`src/rtl/usb_token_tx.sv`:
```
// usb_token_tx: serializes one USB token packet (SYNC, PID, ADDR, ENDP, CRC5)
// one bit per bit_strobe, feeding the NRZI/bit-stuff line encoder.
module usb_token_tx #(
    parameter logic [7:0] SYNC_PATTERN = 8'h80,
    parameter logic [4:0] CRC_INIT     = 5'h1F
) (
    input  logic       clk,
    input  logic       n_rst,
    input  logic       start,
    input  logic [3:0] pid,
    input  logic [6:0] addr,
    input  logic [3:0] endp,
    input  logic       bit_strobe,
    output logic       tx_bit,
    output logic       tx_active,
    output logic       busy,
    output logic       done
);

    typedef enum logic [2:0] {
        IDLE,
        SYNC,
        PID,
        TOKEN,
        CRC
    } state_t;

    state_t      state;
    logic [3:0]  pid_q;
    logic [6:0]  addr_q;
    logic [3:0]  endp_q;
    logic [4:0]  crc;
    logic [3:0]  cnt;

    logic [7:0]  pid_byte;
    logic [10:0] token;
    logic [3:0]  nxt;
    logic        crc_fb;
    logic [4:0]  crc_nxt;
    logic [2:0]  crc_idx;

    assign pid_byte = {~pid_q, pid_q};
    assign token    = {endp_q, addr_q};
    assign nxt      = cnt + 4'd1;

    // CRC absorbs the bit currently on the line as it is consumed
    assign crc_fb   = crc[4] ^ tx_bit;
    assign crc_nxt  = {crc[3:0], 1'b0} ^ (crc_fb ? 5'b00101 : 5'b00000);

    // CRC bits go out MSB first and inverted; next index after cnt
    assign crc_idx  = 3'd3 - cnt[2:0];

    always_ff @(posedge clk or negedge n_rst) begin
        if (!n_rst) begin
            state     <= IDLE;
            pid_q     <= '0;
            addr_q    <= '0;
            endp_q    <= '0;
            crc       <= CRC_INIT;
            cnt       <= '0;
            tx_bit    <= 1'b0;
            tx_active <= 1'b0;
            busy      <= 1'b0;
            done      <= 1'b0;
        end else begin
            done <= 1'b0;
            unique case (state)
                IDLE: begin
                    // a request in the done cycle is dropped, not deferred
                    if (start && !done) begin
                        pid_q     <= pid;
                        addr_q    <= addr;
                        endp_q    <= endp;
                        crc       <= CRC_INIT;
                        cnt       <= '0;
                        state     <= SYNC;
                        tx_bit    <= SYNC_PATTERN[0];
                        tx_active <= 1'b1;
                        busy      <= 1'b1;
                    end
                end
                SYNC: begin
                    if (bit_strobe) begin
                        if (cnt == 4'd7) begin
                            cnt    <= '0;
                            state  <= PID;
                            tx_bit <= pid_byte[0];
                        end else begin
                            cnt    <= nxt;
                            tx_bit <= SYNC_PATTERN[nxt[2:0]];
                        end
                    end
                end
                PID: begin
                    if (bit_strobe) begin
                        if (cnt == 4'd7) begin
                            cnt    <= '0;
                            state  <= TOKEN;
                            tx_bit <= token[0];
                        end else begin
                            cnt    <= nxt;
                            tx_bit <= pid_byte[nxt[2:0]];
                        end
                    end
                end
                TOKEN: begin
                    if (bit_strobe) begin
                        crc <= crc_nxt;
                        if (cnt == 4'd10) begin
                            cnt    <= '0;
                            state  <= CRC;
                            tx_bit <= ~crc_nxt[4];
                        end else begin
                            cnt    <= nxt;
                            tx_bit <= token[nxt];
                        end
                    end
                end
                CRC: begin
                    if (bit_strobe) begin
                        if (cnt == 4'd4) begin
                            cnt       <= '0;
                            state     <= IDLE;
                            tx_bit    <= 1'b0;
                            tx_active <= 1'b0;
                            busy      <= 1'b0;
                            done      <= 1'b1;
                        end else begin
                            cnt    <= nxt;
                            tx_bit <= ~crc[crc_idx];
                        end
                    end
                end
                default: begin
                    state <= IDLE;
                end
            endcase
        end
    end

endmodule
```
`config.mk`:
```
export PLATFORM = sky130hd
export DESIGN_NAME = usb_token_tx
export DESIGN_NICKNAME = d
export VERILOG_FILES = /design/src/rtl/usb_token_tx.sv
export SDC_FILE = /design/constraint.sdc
export NUM_CORES = 1
export LEC_CHECK = 0
export ABC_CLOCK_PERIOD_IN_PS = 5300
export BUFFER_PORTS_ARGS = -buffer_cell sky130_fd_sc_hd__clkbuf_2
export CAP_MARGIN = 0
export CORE_MARGIN = 1
export CORE_UTILIZATION = 25
export CTS_CLUSTER_SIZE = 14
export DETAILED_ROUTE_END_ITERATION = 6
export SLEW_MARGIN = 0
export SYNTH_ARGS = -nofsm -noshare
export SYNTH_HDL_FRONTEND = slang
export SYNTH_SLANG_ARGS = --single-unit
```
`constraint.sdc`:
```
create_clock -name clk -period 5.3 [get_ports clk]
set_input_delay 0.795 -clock clk [delete_from_list [all_inputs] [get_ports clk]]
set_output_delay 0.795 -clock clk [all_outputs]
set_load 0.05 [all_outputs]
```
## Yosys cells after proc, flatten, opt, wreduce, memory -nomap -nowiden

Memory sizes are Yosys's and may differ from the RTL's.
Cells that the tools add are included.

- Bits in writable memories: 0
- Word-level logic and storage cells: 97
- Memories: 1
- Output and inout port bits: 4
- Latch bits: 0
- Memory bits (read-only): 8
- Input port bits: 19
- Bits in registers: 30

Memory list:

| name | words | width | read ports | clocked after Yosys merged registers in | wr ports | RTL line | RTL |
|---|---|---|---|---|---|---|---|
| (name not given) | 8 | 1 | 1 | 0 | 0 | 90 | `tx_bit <= SYNC_PATTERN[nxt[2:0]];` |

- Multiplexer cells: 46
- Multipliers: 0
- Equality and inequality tests: 17
- Reductions and logical operators: 14
- Div/mod/pow operators: 0
- Add/sub/neg operators: 2
- Bitwise operators: 5
- Shift-type cells: 0
- Magnitude comparators: 3

Operators with widths:

| kind | number |
|---|---|
| two-way mux 3 bit | 10 |
| two-way mux 4 bit | 7 |
| two-way mux 1 bit | 19 |
| inequality test 2 bit (second input constant) | 9 |
| case mux 4 bit (4 select lines) | 1 |
| case mux 3 bit (5 select lines) | 1 |
| two-way mux 5 bit | 2 |
| case mux 5 bit (2 select lines) | 1 |
| AND reduction 9 bit | 1 |
| == test 4 x 3 -> 1 bit (second input constant) | 2 |
| < comparator 3 x 4 -> 1 bit (second input constant) | 2 |
| binary-select mux 1 bit (select 3 bit) | 2 |
| == test 3 x 2 -> 1 bit (second input constant) | 2 |
| AND reduction 6 bit | 1 |
| < comparator 4 x 5 -> 1 bit (second input constant) | 1 |
| case mux 1 bit (5 select lines) | 1 |
| AND reduction 5 bit | 1 |
| nonzero test 5 bit | 1 |
| XOR 5 x 3 -> 5 bit | 1 |
| adder 4 x 1 -> 4 bit (second input constant) | 1 |
| binary-select mux 1 bit (select 4 bit) | 1 |
| == test 4 bit (second input constant) | 1 |
| NOT 4 bit | 1 |
| AND reduction 4 bit | 1 |
| 15 further kinds | 17 |

## Longest topological paths before layout

- Word-level depth: 7
- Mapped depth: 8
- Gate-level depth less buffers: 7

## Least setup slack after synthesis

No wires, ideal clock.

- Path kind: reg-to-reg
- From: register cnt[0]
- To: register tx_bit
- Arrival time: 1.880 ns
- Stages on the path, launching flop included: 9
- Buffers on the path: 1
- Setup time: 0.134 ns
- Clock period less this slack: 2.014 ns
- Setup slack: 3.286 ns
- Required time: 5.166 ns
- Cell sequence: dfrtp_1 > buf_6 > inv_1 > ha_1 > mux2_2 > a22oi_1 > and4bb_2 > nor4_2 > a31oi_1

- Longest elaborated chain between the ends: 7
- Elaborated cells between the ends (all ways): 23
- Classes of those cells: add/sub (2); eq/ne (3); mux (16); bitwise (1); memory (1)

Ends and longest elaborated chain:

| item | RTL line | RTL |
|---|---|---|
| start: declaration | 33 | `logic [3:0] cnt;` |
| start signal: assignment | 89 | `cnt <= nxt;` |
| start signal: assignment | 101 | `cnt <= nxt;` |
| start signal: assignment | 114 | `cnt <= nxt;` |
| parallel branches: the longest is 6 deep, another holds adder 4 x 1 -> 4 bit | -- |  |
| case mux 1 bit (5 select lines) (*) | 67 | `unique case (state)` |
| end signal: assignment | 77 | `tx_bit <= SYNC_PATTERN[0];` |
| end signal: assignment | 115 | `tx_bit <= token[nxt];` |
| end signal: assignment | 130 | `tx_bit <= ~crc[crc_idx];` |
| end: declaration | 14 | `output logic tx_bit,` |

Mark *: on every way between the ends. The select of a mux whose other input is x is not followed.
A chain may end at the register's enable or synchronous reset.

## Worst setup path after layout

Ends and elaborated chain as after synthesis.

==> results.py <==
metrics = {
    "critical_path": {
        "setup.worst_path.class": "reg2reg",
        "endpoint": "tx_bit",
        "critPathMaxFanout": 11,
        "start_kind": "register",
        "crit_chain": "inv_1, ha_1, mux2_2, a22oi_1, and4bb_2, nor4_2, a31oi_1",
        "reg2reg_depth": 7,
        "critPathSlowestCell": "dfrtp_1",
        "critPathRequiredTime_ns": 5.46,
        "rrSetupSlack_ns": 2.88,
        "crit_path_end_kind": "register",
        "max_stage_delay_ns": 0.62,
        "r2r_end": "tx_bit",
        "timing.rr.start": "cnt[0]",
        "crit_start": "cnt[0]",
        "arrival_ns": 2.58,
    },
    "yosys": {
        "syn-instance-count": 180,
        "ys_warn_count": 0,
        "ys_types": 39,
        "synth-adder-area-share_pct": 2.94,
        "yosys.area_share.simple_pct": 23.1,
        "synth_top_family_by_area": "simple AND/OR/NAND/NOR gates",
        "muxShareOfSynthArea_pct": 8.30,
        "syn_nets": 203,
        "ys.flop_type": "dfrtp_1",
        "synth-edff-count": 0,
        "synth-compound-area-share_pct": 13.1,
        "netlist_area_mm2": 0.00170,
        "ys_seq_elements": 30,
        "async_flop_share_pct": 100,
        "ys_seq_area_share_pct": 44.4,
        "synth_top_area_share_pct": 36.7,
        "synth_xor_area_share_pct": 2.57,
        "avgSynthCellArea_um2": 9.47,
        "synth_area_leaders": "dfrtp_1, nand2_1, dfstp_2, mux4_1, ha_1",
        "synth_largest_area_cell": "dfrtp_1",
    },
    "sta": {
        "fin_ws_ns": 2.88,
        "setup_viol": 0,
        "tns_ns": 0,
        "finalCriticalPeriod_ns": 2.42,
        "slew_viol_final": 0,
        "rsz0062_at_grt": "false",
        "hold_violations": 0,
        "fin_crit_sh_pct": 45.6,
        "worstMarginPinSlew_ns": 0.765,
        "relSlewSlack_pct": 49.0,
        "max_freq_ghz": 0.414,
        "hold_slack_ns": 0.478,
        "fin_skew_ns": 0.00459,
    },
    "clock_network": {
        "postCtsSetupRepairBufs": 0,
        "holdBufCountCts": 0,
        "cts_buffer_depth": 2,
        "cts_made_buffers": 5,
        "cts.sinks": 30,
        "htreeDepth": 2,
        "path_clk_slew_ns": 0.06,
        "clk_latency_ns": 0.29,
        "cts_root_buf": "clkbuf_8",
        "cts_resized": 0,
        "tritoncts": "built",
    },
    "placed_design": {
        "dp_slack_ns": 2.90,
        "io_buffers": 22,
        "gp_congestion": 0.778,
        "dpl.hpwl_mm": 2.53,
    },
    "power_and_ir_drop": {
        "p_comb_share_pct": 39.8,
        "powerDensity_mw_per_mm2": 576,
        "ir_drop_mv": 0.206,
        "sequentialPowerShare_pct": 40.5,
        "finalPower_mw": 1.13,
        "clkPwrFrac_pct": 19.7,
        "p_switching_uw": 443,
        "leakagePower_nw": 0.897,
        "p_sw_share_pct": 39.4,
        "internal_power_uw": 682,
    },
    "outcome": {
        "status": "finished, final reports clean",
    },
    "floorplanning": {
        "core_area_mm2": 0.00646,
        "die_area_mm2": 0.00715,
        "rows": 29,
        "die_y_um": 84.6,
        "die_w_um": 84.6,
        "ios": 23,
        "initial_core_util_pct": 26.4,
    },
    "grt": {
        "grt_pass1_wl_mm": 6.25,
        "grt_antenna_before_repair": 0,
        "grt_pass1_vias": 1380,
        "grt_usage_pct": 11.1,
        "grt_max_degree": 31,
        "grt-ovfl-total": 0,
    },
    "layout": {
        "finalCoreUtilization_pct": 30.3,
        "areaGrowthSynthToFinish_pct": 14.7,
        "drive_gt1_share_pct": 21.8,
        "multi_input_area_um2": 851,
        "nNetsFinal": 224,
        "seqCellArea_um2": 757,
        "final_cell_mix": "nand2_1, dfrtp_1, clkbuf_2",
        "mostFrequentLayoutCell": "nand2_1",
        "fill_cells": 691,
        "antennaDiodeCount": 0,
    },
    "detailed_routing": {
        "vias": 1347,
        "avgViaCountPerCell": 4.83,
        "drt_wl_total_mm": 3.63,
        "drt_pass1_iterations": 4,
        "drtIter0Drc": 85,
        "wl_per_cell_um": 13.0,
        "drc": 0,
        "final_antenna_net_count": 0,
    },
    "min_path": {
        "worstHoldPathCells": 2,
        "hp-class": "reg2reg",
    },
    "run": {
        "cap_violations": 0,
    },
}
==> kinds of logic (layout without fill, tap and decap cells) <==
family,count (synthesis),count (layout)
simple gates,85,85
buf+inv,15,37
fa+ha+maj,4,4
mux,9,9
xor+xnor,5,5
compound gates,32,32
flops,30,30
==> metrics by stage <==
step                      cells  cell area, um2
after floorplan             180            1700
after global placement      271            1840
after detailed placement    271            1840
after CTS                   279            1950
after global routing        279            1950
final                       279            1950
==> worst min-delay path by stage <==
stage | start | to | slack (ns)
after global routing | endp_q[1] | endp_q[1] | 0.49
after floorplan | addr_q[4] | addr_q[4] | 0.44
after detailed placement | addr_q[5] | addr_q[5] | 0.46
final | endp_q[0] | endp_q[0] | 0.48
after global placement | addr_q[6] | addr_q[6] | 0.46
after CTS | addr_q[5] | addr_q[5] | 0.48
==> worst max-delay path, delay by kind of cell (launching register included) <==
kind / cells / cell delay [ns]
and+or+nand+nor: 2 / 0.41
muxes: 1 / 0.36
buffers and inverters: 1 / 0.18
DFF: 1 / 0.62
adders and majority gates: 1 / 0.44
AOI/OAI and AO/OA: 2 / 0.28
==> flip-flops by register name, summed over array words and instances, names as in the netlist <==
signal  count
busy        1
pid_q       4
addr_q      7
tx_bit      1
cnt         4
state       3
done        1
endp_q      4
crc         5
==> cell type report <==
type	count	share of cell area [%]
Inverter	6	1.15
Sequential cell	30	38.7
Clock buffer	8	5.63
Tap cell	77	4.93
Multi-Input combinational cell	135	43.5
Timing Repair Buffer	23	6.02
==> per-layer routing <==
layer  wire length [um]  vias up  GRT usage, %
met5                  0        -             0
met4                 59        0          4.93
met3                122        7          3.05
met2               1690       27          18.2
met1               1760      648          13.8
li1                   -      665             -
==> power groups by stage <==
stage | Combinational, mW | Clock (mW) | Sequential, mW
CTS | 0.452 | 0.225 | 0.455
global route | 0.508 | 0.235 | 0.473
global placement | 0.439 | 0 | 0.458
floorplan | 0.409 | 0 | 0.414
detailed placement | 0.450 | 0 | 0.458
finish | 0.448 | 0.222 | 0.455
==> synth_stat cells, types with 2 or more instances <==
library cell and n:
xnor2_1 2, mux2_2 2, nand4_1 3, o22a_1 5, dfrtp_1 25, ha_1 4
a31oi_1 3, mux2i_1 4, nor2b_1 2, a21oi_1 4, buf_6 3, clkbuf_1 2
dfstp_2 5, o21ai_0 9, mux4_1 3, nor4_2 2, xor2_1 3, nand3b_1 3
nor2_1 10, a22o_1 2, inv_1 6, nand2_1 53, nor3_1 3, buf_4 3
nand3_1 5
(Power assumes the default switching activity.)
